## src/rtl/forwarding_scoreboard_if.sv

```systemverilog
// Operand-forwarding bus between the EX stage (master) and the forwarding scoreboard (slave).
interface forwarding_scoreboard_if #(
  parameter int NUM_SRC    = 3,
  parameter int REG_ADDR_W = 4,
  parameter int DEPTH      = 2
);
  localparam int SEL_W = $clog2(DEPTH + 1);

  logic                          fwd_en;
  logic                          advance;
  logic                          flush;
  logic                          issue_valid;
  logic [REG_ADDR_W-1:0]         issue_dest;
  logic                          issue_wb_en;
  logic                          issue_mem_rd;
  logic [NUM_SRC*REG_ADDR_W-1:0] src_addr;
  logic [NUM_SRC-1:0]            src_used;
  logic [NUM_SRC*SEL_W-1:0]      sel_src;
  logic                          hazard_stall;

  modport master (
    output fwd_en, advance, flush, issue_valid, issue_dest, issue_wb_en,
           issue_mem_rd, src_addr, src_used,
    input  sel_src, hazard_stall
  );

  modport slave (
    input  fwd_en, advance, flush, issue_valid, issue_dest, issue_wb_en,
           issue_mem_rd, src_addr, src_used,
    output sel_src, hazard_stall
  );
endinterface

```

## src/rtl/forwarding_scoreboard.sv

```systemverilog
// Forwarding/hazard unit: shift-tracker of in-flight writers after EX, operand selects and stall.
// Optional FWD_SCOREBOARD_STATS_EN adds saturating fwd_count / stall_count outputs.
module forwarding_scoreboard #(
  parameter int NUM_SRC    = 3,
  parameter int REG_ADDR_W = 4,
  parameter int DEPTH      = 2
) (
  input  logic                   clk,
  input  logic                   rst_n,
  forwarding_scoreboard_if.slave sb
`ifdef FWD_SCOREBOARD_STATS_EN
  ,
  output logic [15:0]            fwd_count,
  output logic [15:0]            stall_count
`endif
);
  localparam int SEL_W = $clog2(DEPTH + 1);

  logic [DEPTH-1:0]              valid_r;
  logic [DEPTH-1:0]              wb_en_r;
  logic [REG_ADDR_W-1:0]         dest_r [DEPTH];
  // Only the MEM-stage load flag can cause a load-use hazard, so older entries drop it.
  logic                          mem_rd0_r;

  logic [NUM_SRC-1:0][DEPTH-1:0] match_s;
  logic [NUM_SRC*SEL_W-1:0]      sel_s;
  logic                          stall_s;
  logic                          enter_s;

  for (genvar k = 0; k < NUM_SRC; k++) begin : g_src
    for (genvar i = 0; i < DEPTH; i++) begin : g_ent
      assign match_s[k][i] = valid_r[i] & wb_en_r[i] & sb.src_used[k] &
                             (dest_r[i] == sb.src_addr[k*REG_ADDR_W +: REG_ADDR_W]);
    end
  end

  // Select and stall: walk oldest to youngest so the youngest matching writer wins.
  always_comb begin
    sel_s   = '0;
    stall_s = 1'b0;
    for (int k = 0; k < NUM_SRC; k++) begin
      for (int i = DEPTH - 1; i >= 0; i--) begin
        sel_s[k*SEL_W +: SEL_W] = (match_s[k][i] & sb.fwd_en) ? SEL_W'(i + 1)
                                                                : sel_s[k*SEL_W +: SEL_W];
      end
      stall_s = stall_s | (sb.fwd_en ? (match_s[k][0] & mem_rd0_r) : (|match_s[k]));
    end
  end

  assign enter_s         = sb.issue_valid & ~sb.flush & ~stall_s;
  assign sb.sel_src      = sel_s;
  assign sb.hazard_stall = stall_s;

  // Writer tracker: shifts on advance; a stalled, flushed or empty EX slot enters as a bubble.
  always_ff @(posedge clk) begin
    if (!rst_n) begin
      valid_r   <= '0;
      wb_en_r   <= '0;
      mem_rd0_r <= 1'b0;
      dest_r    <= '{default: '0};
    end else if (sb.advance) begin
      for (int i = 1; i < DEPTH; i++) begin
        valid_r[i] <= valid_r[i-1];
        wb_en_r[i] <= wb_en_r[i-1];
        dest_r[i]  <= dest_r[i-1];
      end
      valid_r[0] <= enter_s;
      wb_en_r[0] <= enter_s & sb.issue_wb_en;
      mem_rd0_r  <= enter_s & sb.issue_mem_rd;
      dest_r[0]  <= sb.issue_dest;
    end
  end

`ifdef FWD_SCOREBOARD_STATS_EN
  logic [15:0] fwd_count_r;
  logic [15:0] stall_count_r;

  // Saturating event counters, updated only on advancing edges.
  always_ff @(posedge clk) begin
    if (!rst_n) begin
      fwd_count_r   <= 16'h0000;
      stall_count_r <= 16'h0000;
    end else if (sb.advance) begin
      if (stall_s && (stall_count_r != 16'hFFFF)) begin
        stall_count_r <= stall_count_r + 16'h0001;
      end
      if (!stall_s && (|sel_s) && (fwd_count_r != 16'hFFFF)) begin
        fwd_count_r <= fwd_count_r + 16'h0001;
      end
    end
  end

  assign fwd_count   = fwd_count_r;
  assign stall_count = stall_count_r;
`endif
endmodule
```

## src/flat_wrapper.sv

```systemverilog
// flat-port wrapper written by rule: the top's interface ports become plain ports
module forwarding_scoreboard_flat 
#(
  parameter int NUM_SRC    = 3,
  parameter int REG_ADDR_W = 4,
  parameter int DEPTH      = 2
)
  (clk, rst_n, sb_fwd_en, sb_advance, sb_flush, sb_issue_valid, sb_issue_dest, sb_issue_wb_en, sb_issue_mem_rd, sb_src_addr, sb_src_used, sb_sel_src, sb_hazard_stall);
  forwarding_scoreboard_if #(.NUM_SRC(NUM_SRC), .REG_ADDR_W(REG_ADDR_W), .DEPTH(DEPTH)) sb_i ();
  input  logic clk;
  input  logic rst_n;
  input wire logic [$bits(sb_i.fwd_en)-1:0] sb_fwd_en;
  input wire logic [$bits(sb_i.advance)-1:0] sb_advance;
  input wire logic [$bits(sb_i.flush)-1:0] sb_flush;
  input wire logic [$bits(sb_i.issue_valid)-1:0] sb_issue_valid;
  input wire logic [$bits(sb_i.issue_dest)-1:0] sb_issue_dest;
  input wire logic [$bits(sb_i.issue_wb_en)-1:0] sb_issue_wb_en;
  input wire logic [$bits(sb_i.issue_mem_rd)-1:0] sb_issue_mem_rd;
  input wire logic [$bits(sb_i.src_addr)-1:0] sb_src_addr;
  input wire logic [$bits(sb_i.src_used)-1:0] sb_src_used;
  output wire logic [$bits(sb_i.sel_src)-1:0] sb_sel_src;
  output wire logic [$bits(sb_i.hazard_stall)-1:0] sb_hazard_stall;
  assign sb_i.fwd_en = sb_fwd_en;
  assign sb_i.advance = sb_advance;
  assign sb_i.flush = sb_flush;
  assign sb_i.issue_valid = sb_issue_valid;
  assign sb_i.issue_dest = sb_issue_dest;
  assign sb_i.issue_wb_en = sb_issue_wb_en;
  assign sb_i.issue_mem_rd = sb_issue_mem_rd;
  assign sb_i.src_addr = sb_src_addr;
  assign sb_i.src_used = sb_src_used;
  assign sb_sel_src = sb_i.sel_src;
  assign sb_hazard_stall = sb_i.hazard_stall;
  forwarding_scoreboard #(.NUM_SRC(NUM_SRC), .REG_ADDR_W(REG_ADDR_W), .DEPTH(DEPTH)) u_core (.clk(clk), .rst_n(rst_n), .sb(sb_i));
endmodule
```

## config.mk

```make
export PLATFORM = sky130hd
export DESIGN_NAME = forwarding_scoreboard_flat
export DESIGN_NICKNAME = d
export VERILOG_FILES = /design/src/rtl/forwarding_scoreboard_if.sv /design/src/rtl/forwarding_scoreboard.sv /design/src/flat_wrapper.sv
export SDC_FILE = /design/constraint.sdc
export NUM_CORES = 1
export LEC_CHECK = 0
export ABC_AREA = 1
export ABC_CLOCK_PERIOD_IN_PS = 1630
export CORE_MARGIN = 5
export CORE_UTILIZATION = 30
export CTS_CLUSTER_DIAMETER = 200
export CTS_CLUSTER_SIZE = 24
export DETAILED_ROUTE_END_ITERATION = 16
export GPL_ROUTABILITY_DRIVEN = 0
export SLEW_MARGIN = 40
export SYNTH_ARGS = -nofsm -noshare
export SYNTH_HDL_FRONTEND = slang
export SYNTH_SLANG_ARGS = --single-unit
```

## constraint.sdc

```tcl
create_clock -name clk -period 1.63 [get_ports clk]
set_input_delay 0.2445 -clock clk [delete_from_list [all_inputs] [get_ports clk]]
set_output_delay 0.2445 -clock clk [all_outputs]
set_load 0.03 [all_outputs]
```

==> results.tsv, run 1 <==
stage	metric	value	unit
global_routing	Overflow after GRT	0	
timing	f_max	0.5539	GHz
routing	Routed WL per cell	11.52	µm
floorplanning	row count	20	
timing	Max Slew Vio Count	0	
critical_path	CP required	1390	ps
routing	via count	1223	
timing	RSZ-0062 raised after global routing	yes	
synthesis	cell count after synthesis	165	
clock_tree	Num CTS Buffers	3	
pwr	PD cells	463.2	nW/µm²
clock_tree	TritonCTS sink count	13	
job	Max Cap Violations	0	
final_layout	fin area	1760	µm²
placement	Port Buffers	33	
timing	Worst Skew	4.778	ps
routing	Post-DRT Antenna Nets	0	
clock_tree	H-tree lvl count	1	
global_routing	initial antenna violation count	0	
global_routing	vias in the first global route	1162	
global_routing	gr usage total	0.1340	
critical_path	R2R depth	8	
routing	first-iteration detailed-routing DRC count	32	
floorplanning	die height	67.37	µm
pwr	peak supply drop	0.3173	mV
critical_path	endpoint class of the critical path	output pin	
final_layout	Multi-input gate area	775.7	µm²
clock_tree	Worst-path clk slew	70	ps
final_layout	fillers	316	
critical_path	critical path class	flip-flop to output pin	
synthesis	Seq cells post-synth	13	
timing	crit path time final	1805	ps
timing	post-route setup slack	-175.3	ps
synthesis	Synth Cell Area	987.2	µm²
placement	DP HPWL	2263	µm
status	violated checks	setup timing	
final_layout	Diodes inserted	0	
final_layout	P&R area growth vs syn	78.33	%
min_path	min-delay worst type	flip-flop to flip-flop	
placement	Area after DPL	1426	µm²
clock_tree	clk_lat worst skew	260	ps
final_layout	nets@finish	249	
floorplanning	io pins	34	
synthesis	Seq/Total Area, Yosys	0.2636	
floorplanning	core area	3103	µm²
timing	Max-slew headroom	0.7675	
routing	detailed-route vias per instance	4.615	
floorplanning	die area	4538	µm²
clock_tree	CTS root buf	clkbuf_4	
floorplanning	Starting Density	0.3181	
timing	Final period util	1.108	
floorplanning	Die Width	67.37	µm
synthesis	syn nets	192	
routing	Detailed Routing Iterations Pass 1	4	
timing	Final Hold Fails	0	
routing	Post-Route WL	3053	µm
min_path	hold path cells	2	
routing	number of remaining DRC errors	0	
clock_tree	CTS tree	yes	
synthesis	synth unique cells	21	
synthesis	Ys Warns	0	
critical_path	Startpoint Class	flip-flop	
final_layout	Reg area	289.0	µm²
pwr	static leakage	0.0008541	µW
critical_path	worst-path fanout max	4	
critical_path	critical path data arrival time	1560	ps
synthesis	Syn Area/Cell	5.983	µm²
timing	Setup TNS	-516.0	ps
final_layout	fraction of layout cells with a size suffix above 1	0.4434	
timing	Final setup violation count	6	
global_routing	first-pass GRT wire length	4733	µm
clock_tree	Clock Path Buffers	2	
timing	hold slack	485.2	ps
timing	Slew @ Worst Pin	347.7	ps
status	status	finished with violations	
global_routing	largest net degree at the start of global routing	15	
[cells in the mapped netlist, drive strengths merged]
cell type  number  area (µm²)
nand2          56       212.7
inv            24       90.08
nor2           17       66.32
dfxtp          13       260.3
a21oi          12       60.06
nand3          11       65.06
o21ai          10       50.04
xnor2           8       70.07
nand4           6       37.54
buf             2       12.51
xor2            2       17.52
bufinv          1       17.52
clkbuf          1       3.750
nor3            1       5.000
nor3b           1       18.77
[sequential cells by signal, indices dropped and copies added, names as in the netlist]
signal / cells
u_core.valid_r: 2
u_core.wb_en_r: 2
u_core.mem_rd0_r: 1
u_core.dest_r: 8
[power breakdown]
group	internal, µW	switching, µW	total, µW
Sequential	335	24.9	360
Clock	94.5	90.6	185
Combinational	137	133	270
Total	567	249	815
[repair_timing]
item / 4_1_cts / 5_1_grt
gates resized for setup: 52 / 46
hold buffers: 0 / 0
buffers inserted: 7 / 5
pin swaps: 18 / 36
endpoints found under the setup margin: 7 / 7
[stage by stage]
stage / utilization / cells / setup WS [ps] / total power (µW)
2_1_floorplan: - / 165 / 146.4 / 476.1
3_5_place_dp: 0.4597 / 250 / -322.7 / 581.2
3_3_place_gp: 0.4597 / 250 / -309.9 / 577.9
4_1_cts: 0.5121 / 261 / -134.3 / 781.5
5_1_grt: 0.5673 / 265 / -245.3 / 870.4
6_report: 0.5673 / 265 / -175.3 / 815.5
[critical path, cell delays in order, from the launching register on]
cell     delay (ps)
dfxtp_4         360
inv_1            80
nand2_1          70
a21oi_2         180
nand4_1         160
nand2_2         100
inv_2            40
nand2_2          60
nand2_4          60
nand2_2          70
buf_6           120
[layer usage]
layer | wire [µm] | global-route usage
met5 | 0 | 0
met4 | 102 | 0.06076
met3 | 229 | 0.02829
met1 | 1197 | 0.1593
met2 | 1523 | 0.2294
[final timing paths]
check	start	endpoint	slack, ps
max	u_core.dest_r[3]$_SDFFE_PN0P_	sb_hazard_stall	-180
min	u_core.dest_r[6]$_SDFFE_PN0P_	u_core.dest_r[2]$_SDFFE_PN0P_	490
max reg2reg	u_core.dest_r[4]$_SDFFE_PN0P_	u_core.wb_en_r[0]$_SDFFE_PN0P_	150
min reg2reg	u_core.dest_r[6]$_SDFFE_PN0P_	u_core.dest_r[2]$_SDFFE_PN0P_	490
[cells in the final DEF (no fill, tap or decap)]
cell,count
a21oi_1,11
a21oi_2,1
buf_4,21
buf_6,8
bufinv_8,1
clkbuf_1,1
clkbuf_4,3
clkdlybuf4s50_1,11
dfxtp_1,2
dfxtp_2,5
dfxtp_4,6
dlygate4sd2_1,13
dlymetal6s2s_1,2
inv_1,12
inv_2,8
inv_4,4
nand2_1,37
nand2_2,16
nand2_4,3
nand3_1,5
nand3_2,6
nand4_1,6
nor2_1,6
nor2_2,6
nor2_4,5
nor3_2,1
nor3b_4,1
o21ai_0,9
o21ai_1,1
xnor2_1,5
xnor2_2,2
xnor2_4,1
xor2_1,2
[cells by family (layout without fill, tap and decap cells)]
kind of cell	after synthesis	after routing	synth area share
AOI/OAI and AO/OA	22	22	0.1115
DFF	13	13	0.2636
and+or+nand+nor	92	92	0.4107
buffers and inverters	28	84	0.1255
xor gates and xnor gates	10	10	0.08873
[final cells by class]
class                           instances  share of cell area
Tap cell                               44             0.03127
Inverter                               25             0.06681
Clock buffer                            4             0.01493
Sequential cell                        13              0.1642
Multi-Input combinational cell        124              0.4407
Timing Repair Buffer                   55              0.2822
No activity file was read; power rests on OpenSTA's default activity.
==> inputs of run 2 (changes only) <==
--- a/config.mk
+++ b/config.mk
@@ -9,10 +9,11 @@
 export ABC_CLOCK_PERIOD_IN_PS = 1630
 export CORE_MARGIN = 5
 export CORE_UTILIZATION = 30
-export CTS_CLUSTER_DIAMETER = 200
+export CTS_CLUSTER_DIAMETER = 80
 export CTS_CLUSTER_SIZE = 24
 export DETAILED_ROUTE_END_ITERATION = 16
 export GPL_ROUTABILITY_DRIVEN = 0
+export MAX_ROUTING_LAYER = met4
 export SLEW_MARGIN = 40
 export SYNTH_ARGS = -nofsm -noshare
 export SYNTH_HDL_FRONTEND = slang
==> run 2 against run 1 <==
  * The run still ends with setup timing left
  * Utilization unchanged
  * Global-route usage rose by 0.38 points
  * Hold slack unchanged
  * Die area unchanged
  * Sequential power hardly changed
  * Critical path type unchanged
  * Wire length increased by 0.59%
==> results.tsv, run 2 (synthesis gave the netlist of run 1 again) <==
stage	metric	value	unit	change
status	status	finished with violations		
status	violated checks	setup timing		
global_routing	met1 Use GR	0.1613		+0.002004
pwr	Net Sw Frac	0.3054		about the same
timing	Max-slew headroom	0.7675		unchanged
critical_path	worst-path fanout max	4		unchanged
critical_path	critical path data arrival time	1560	ps	about the same
timing	Final period util	1.108		about the same
timing	Worst Skew	4.778	ps	unchanged
floorplanning	die area	4538	µm²	unchanged
critical_path	critical path, cell by cell	inv_1, nand2_1, a21oi_2, nand4_1, nand2_2, inv_2, nand2_2, nand2_4, nand2_2, buf_6		
final_layout	commonest non-fill, non-tap cell in the layout	nand2_1		
pwr	peak supply drop	0.3173	mV	about the same
clock_tree	# hold bufs at CTS	0		unchanged
final_layout	max reg flops	8		unchanged
critical_path	endpoint class of the critical path	output pin		
timing	Slew @ Worst Pin	347.7	ps	unchanged
pwr	combinational group share of total power	0.332		about the same
final_layout	nets@finish	249		unchanged
floorplanning	Die Width	67.37	µm	unchanged
clock_tree	CTS tree	yes		
global_routing	vias in the first global route	1162		unchanged
timing	Setup TNS	-519.4	ps	-3.371 ps
critical_path	CP dominant cell by count	nand2_2		
placement	Area after DPL	1426	µm²	unchanged
floorplanning	io pins	34		unchanged
critical_path	Reg-to-Reg Start	u_core.dest_r[4]$_SDFFE_PN0P_		
critical_path	CP required	1390	ps	about the same
clock_tree	TritonCTS sink count	13		unchanged
final_layout	Top reg by flops	u_core.dest_r		
pwr	static leakage	0.0008541	µW	unchanged
routing	Post-DRT Antenna Nets	0		unchanged
pwr	clock network power share	0.227		about the same
final_layout	top flop regs	u_core.dest_r: 8 flops, u_core.valid_r: 2 flops, u_core.wb_en_r: 2 flops		
min_path	min-delay worst type	flip-flop to flip-flop		
clock_tree	Num CTS Buffers	3		unchanged
global_routing	first-pass GRT wire length	4726	µm	-0.15%
final_layout	fin util	0.5673		unchanged
timing	post-route setup slack	-176.4	ps	-1.101 ps
global_routing	GRT Max-Usage Layer	met2		
final_layout	fin area	1760	µm²	unchanged
routing	number of remaining DRC errors	0		unchanged
global_routing	largest net degree at the start of global routing	15		unchanged
critical_path	flop2flop setup slack	150	ps	about the same
timing	crit path time final	1806	ps	+1.101 ps
floorplanning	core area	3103	µm²	unchanged
timing	Final setup violation count	6		unchanged
timing	f_max	0.5536	GHz	about the same
global_routing	Overflow after GRT	0		unchanged
floorplanning	die height	67.37	µm	unchanged
critical_path	Startpoint Class	flip-flop		
pwr	PD cells	463.3	nW/µm²	about the same
global_routing	GR Util met2	0.2294		unchanged
global_routing	M3 GR Usage	0.02496		-0.003328
critical_path	Setup crit start	u_core.dest_r[3]$_SDFFE_PN0P_		
timing	Max Slew Vio Count	0		unchanged
placement	Port Buffers	33		unchanged
pwr	sequential power share	0.441		about the same
critical_path	critical path class	flip-flop to output pin		
clock_tree	Worst-path clk slew	70	ps	about the same
final_layout	Diodes inserted	0		unchanged
routing	detailed-route vias per instance	4.615		unchanged
timing	RSZ-0062 raised after global routing	yes		
routing	Post-Route WL	3071	µm	+0.59%
global_routing	initial antenna violation count	0		unchanged
routing	first-iteration detailed-routing DRC count	34		+6.3%
global_routing	gr usage total	0.1378		+0.003815
floorplanning	row count	20		unchanged
clock_tree	clk_lat worst skew	260	ps	about the same
job	Max Cap Violations	0		unchanged
clock_tree	H-tree lvl count	1		unchanged
final_layout	most frequent cells in the layout	nand2_1 (37), buf_4 (21), nand2_2 (16)		
critical_path	worst setup path end	sb_hazard_stall		
final_layout	P&R area growth vs syn	78.33	%	unchanged
routing	Detailed Routing Iterations Pass 1	4		unchanged
routing	Routed WL per cell	11.59	µm	+0.59%
critical_path	slowest stage delay, CP	360	ps	about the same
timing	hold slack	485.2	ps	unchanged
routing	via count	1223		unchanged
clock_tree	Clock Path Buffers	2		unchanged
critical_path	R2R depth	8		unchanged
critical_path	Critical Path Slowest Stage Cell	dfxtp_4		
timing	Final Hold Fails	0		unchanged
pwr	P_int	566.5	µW	about the same
placement	DP HPWL	2263	µm	unchanged
final_layout	fraction of layout cells with a size suffix above 1	0.4434		unchanged
floorplanning	Starting Density	0.3181		unchanged
pwr	Switching Power	249.1	µW	about the same
critical_path	reg2reg end	u_core.wb_en_r[0]$_SDFFE_PN0P_		
clock_tree	CTS root buf	clkbuf_4		
[run 2: worst max-delay path: cells and delay by family (launching register included)]
family,cells,cell delay [ps]
flops,1,360
buf+inv,3,240
compound gates,1,180
simple gates,6,520
[run 2: cell type report]
type / instances / area [µm²]
Clock buffer: 4 / 26.28
Fill cell: 316 / 1343
Inverter: 25 / 117.6
Multi-Input combinational cell: 124 / 775.7
Sequential cell: 13 / 289.0
Tap cell: 44 / 55.05
Timing Repair Buffer: 55 / 496.7
[run 2: stage by stage]
step,instances,worst slack [ps],power (µW)
floorplan,165,146.4,476.1
global placement,250,-309.9,577.9
detailed placement,250,-322.7,581.2
CTS,261,-134.3,781.5
global route,265,-245.3,870.4
finish,265,-176.4,815.6
[run 2: repair_timing]
| item | in CTS | in global routing |
|---|---|---|
| hold endpoints to repair | 0 | 0 |
| pin swaps | 18 | 36 |
| endpoints found under the setup margin | 7 | 7 |
| gates resized for setup | 52 | 46 |
| setup buffers | 7 | 5 |
[run 2: how the worst min path moves through the flow]
stage,from,to,slack (ps),depth (start not counted)
after floorplan,rst_n,u_core.dest_r[3]$_SDFFE_PN0P_,390,2
after global placement,u_core.mem_rd0_r$_SDFFE_PN0P_,u_core.mem_rd0_r$_SDFFE_PN0P_,460,2
after detailed placement,u_core.mem_rd0_r$_SDFFE_PN0P_,u_core.mem_rd0_r$_SDFFE_PN0P_,470,2
after CTS,u_core.mem_rd0_r$_SDFFE_PN0P_,u_core.mem_rd0_r$_SDFFE_PN0P_,490,2
after global routing,u_core.dest_r[6]$_SDFFE_PN0P_,u_core.dest_r[2]$_SDFFE_PN0P_,510,2
final,u_core.dest_r[6]$_SDFFE_PN0P_,u_core.dest_r[2]$_SDFFE_PN0P_,490,2
[run 2: routing by layer]
metal  routed length, µm  vias to the layer above
met5                   0                        -
li1                    -                      637
met1                1244                      537
met4                 102                        0
met2                1523                       39
met3                 201                       10
[run 2: power groups by stage]
stage                     Sequential, µW  Clock [µW]  Combinational, µW
after floorplan                      361           0                115
after global placement               365           0                213
after detailed placement             366           0                215
after CTS                            358         193                230
after global routing                 363         212                295
final                                360         185                270
==> inputs of run 3 (changes only) <==
==> constraint.sdc (replaced) <==
create_clock -name clk -period 1.63 [get_ports clk]
set_input_delay 0.2445 -clock clk [delete_from_list [all_inputs] [get_ports clk]]
set_output_delay 0.2445 -clock clk [all_outputs]
set_load 0.1 [all_outputs]
==> run 3 against run 2 <==
  * The run still ends with setup timing left
  * Utilization down 0.52 points
  * Combinational power down 11%
  * Count of clock-buffer cells in the layout unchanged
  * Maximum frequency down 1.5%
  * Sequential power about the same
  * Die area unchanged
  * Clock skew down 0.55 ps
  * Non-clock buffer count down 1
  * Wire length down 3.8%
  * Cell area down 0.92%
  * Largest cell class unchanged
  * Largest power group unchanged
  * Highest routed layer unchanged
==> results.tsv, run 3 (synthesis gave the netlist of run 1 again) <==
stage	metric	value	unit	change
placement	Placed Cells	254		+1.6%
global_routing	initial antenna violation count	0		unchanged
final_layout	top flop regs	u_core.dest_r: 8 flops, u_core.valid_r: 2 flops, u_core.wb_en_r: 2 flops		
timing	Max-slew headroom	0.7660		-0.001458
pwr	PD cells	454.9	nW/µm²	-1.8%
global_routing	vias in the first global route	1138		-2.1%
final_layout	most frequent cells in the layout	nand2_1 (47), buf_4 (18), dlygate4sd2_1 (15)		
job	Max Cap Violations	0		unchanged
routing	Routed WL per cell	11.19	µm	-3.5%
timing	Max Slew Vio Count	0		unchanged
critical_path	critical path data arrival time	1590	ps	+30 ps
clock_tree	clk_lat worst skew	270	ps	about the same
global_routing	gr usage total	0.1451		+0.007373
floorplanning	die area	4538	µm²	unchanged
clock_tree	Num CTS Buffers	3		unchanged
clock_tree	H-tree lvl count	1		unchanged
final_layout	non-filler cells, final	264		-0.38%
routing	Detailed Routing Iterations Pass 1	4		unchanged
timing	Final setup violation count	7		+1
final_layout	fillers	309		-2.2%
critical_path	endpoint class of the critical path	output pin		
pwr	static leakage	0.0008122	µW	-4.9%
routing	via count	1231		+0.65%
final_layout	fraction of layout cells with a size suffix above 1	0.3818		-0.06162
pwr	peak supply drop	0.3954	mV	+25%
timing	Final Hold Fails	0		unchanged
critical_path	Startpoint Class	flip-flop		
clock_tree	CTS root buf	clkbuf_4		
floorplanning	Starting Density	0.3181		unchanged
final_layout	max reg flops	8		unchanged
timing	Final period util	1.125		+0.01645
final_layout	Top reg by flops	u_core.dest_r		
final_layout	Diodes inserted	0		unchanged
routing	Post-DRT Antenna Nets	0		unchanged
final_layout	nets@finish	248		-0.40%
placement	DP HPWL	2389	µm	+5.6%
status	violated checks	setup timing		
pwr	overall power	793.4	µW	-2.7%
final_layout	commonest non-fill, non-tap cell in the layout	nand2_1		
floorplanning	core area	3103	µm²	unchanged
critical_path	flop2flop setup slack	50	ps	-100 ps
critical_path	R2R depth	11		+3
clock_tree	TritonCTS sink count	13		unchanged
timing	post-route setup slack	-203.3	ps	-26.82 ps
placement	Port Buffers	33		unchanged
clock_tree	Worst-path clk slew	80	ps	about the same
global_routing	Overflow after GRT	0		unchanged
floorplanning	row count	20		unchanged
timing	Setup TNS	-879.5	ps	-360.2 ps
critical_path	CP required	1390	ps	about the same
critical_path	critical path class	flip-flop to output pin		
routing	first-iteration detailed-routing DRC count	58		+71%
routing	detailed-route vias per instance	4.663		+1.0%
floorplanning	io pins	34		unchanged
critical_path	worst-path fanout max	4		unchanged
floorplanning	die height	67.37	µm	unchanged
timing	crit path time final	1833	ps	+26.82 ps
timing	hold slack	492.6	ps	+7.382 ps
clock_tree	CTS tree	yes		
final_layout	P&R area growth vs syn	76.68	%	
global_routing	largest net degree at the start of global routing	15		unchanged
clock_tree	Clock Path Buffers	2		unchanged
min_path	min-delay worst type	flip-flop to flip-flop		
routing	number of remaining DRC errors	0		unchanged
routing	Post-Route WL	2953	µm	-3.8%
timing	f_max	0.5455	GHz	-1.5%
min_path	hold path cells	2		unchanged
status	status	finished with violations		
timing	Slew @ Worst Pin	349.9	ps	+2.180 ps
timing	Worst Skew	4.230	ps	-0.5485 ps
timing	RSZ-0062 raised after global routing	yes		
floorplanning	Die Width	67.37	µm	unchanged
global_routing	first-pass GRT wire length	4933	µm	+4.4%
clock_tree	# hold bufs at CTS	0		unchanged
[run 3: changes by cell type in the layout (fill, tap and decap cells not counted), moves of 3 or more]
cell	delta
buf_6	-5
inv_2	+4
inv_4	-3
buf_4	-3
buf_12	+7
nand2_2	-9
nand2_1	+10
[run 3: path summary, 6_finish.rpt]
| check | start | to |
|---|---|---|
| min | u_core.mem_rd0_r$_SDFFE_PN0P_ | u_core.mem_rd0_r$_SDFFE_PN0P_ |
| min reg2reg | u_core.mem_rd0_r$_SDFFE_PN0P_ | u_core.mem_rd0_r$_SDFFE_PN0P_ |
| max reg2reg | u_core.dest_r[4]$_SDFFE_PN0P_ | u_core.wb_en_r[0]$_SDFFE_PN0P_ |
| max | u_core.dest_r[4]$_SDFFE_PN0P_ | sb_hazard_stall |
[run 3: area by class of cell]
| cell class | count | area, µm² | area share |
|---|---|---|---|
| Multi-Input combinational cell | 124 | 708.2 | 0.4060 |
| Timing Repair Buffer | 54 | 550.5 | 0.3156 |
| Sequential cell | 13 | 294.0 | 0.1686 |
| Inverter | 25 | 110.1 | 0.06313 |
| Tap cell | 44 | 55.05 | 0.03156 |
| Clock buffer | 4 | 26.28 | 0.01506 |
[run 3: routing by layer]
layer,part of all wire,routed length [µm],up-vias,GRT usage
li1,-,-,633,-
met1,0.45,1342,551,0.1840
met2,0.49,1434,43,0.2405
met3,0.046,135,4,0.01165
met4,0.014,40,0,0.05316
met5,0,0,-,-
[run 3: worst max-delay path: stages (launching register included)]
cell	delay (ps)
dfxtp_4	370
xor2_1	160
nor2_1	170
nand3_1	120
nand2_1	90
inv_1	40
nand2_1	70
nand2_2	60
nand2_2	80
buf_12	170
[run 3: power by group]
part	leakage, µW	switching [µW]	internal [µW]	total (µW)
Combinational	0.000684	118	122	240
Clock	0.0000150	98.3	94.7	193
Sequential	0.000113	26.7	334	360
[run 3: per-stage QoR]
step                      cell area, µm²  utilization  setup slack [ps]
after floorplan                     1016            -            -577.3
after global placement              1568       0.5052            -328.3
after detailed placement            1568       0.5052            -327.7
after CTS                           1679       0.5411            -189.3
after global routing                1744       0.5621            -293.5
final                               1744       0.5621            -203.3
[run 3: timing repair]
action                                 in CTS  in global routing
gates cloned                                0                  0
resized for setup                          54                 15
pin swaps                                  27                 19
setup endpoints to repair                   7                  7
buffers inserted                            2                  4
endpoints found under the hold margin       0                  0
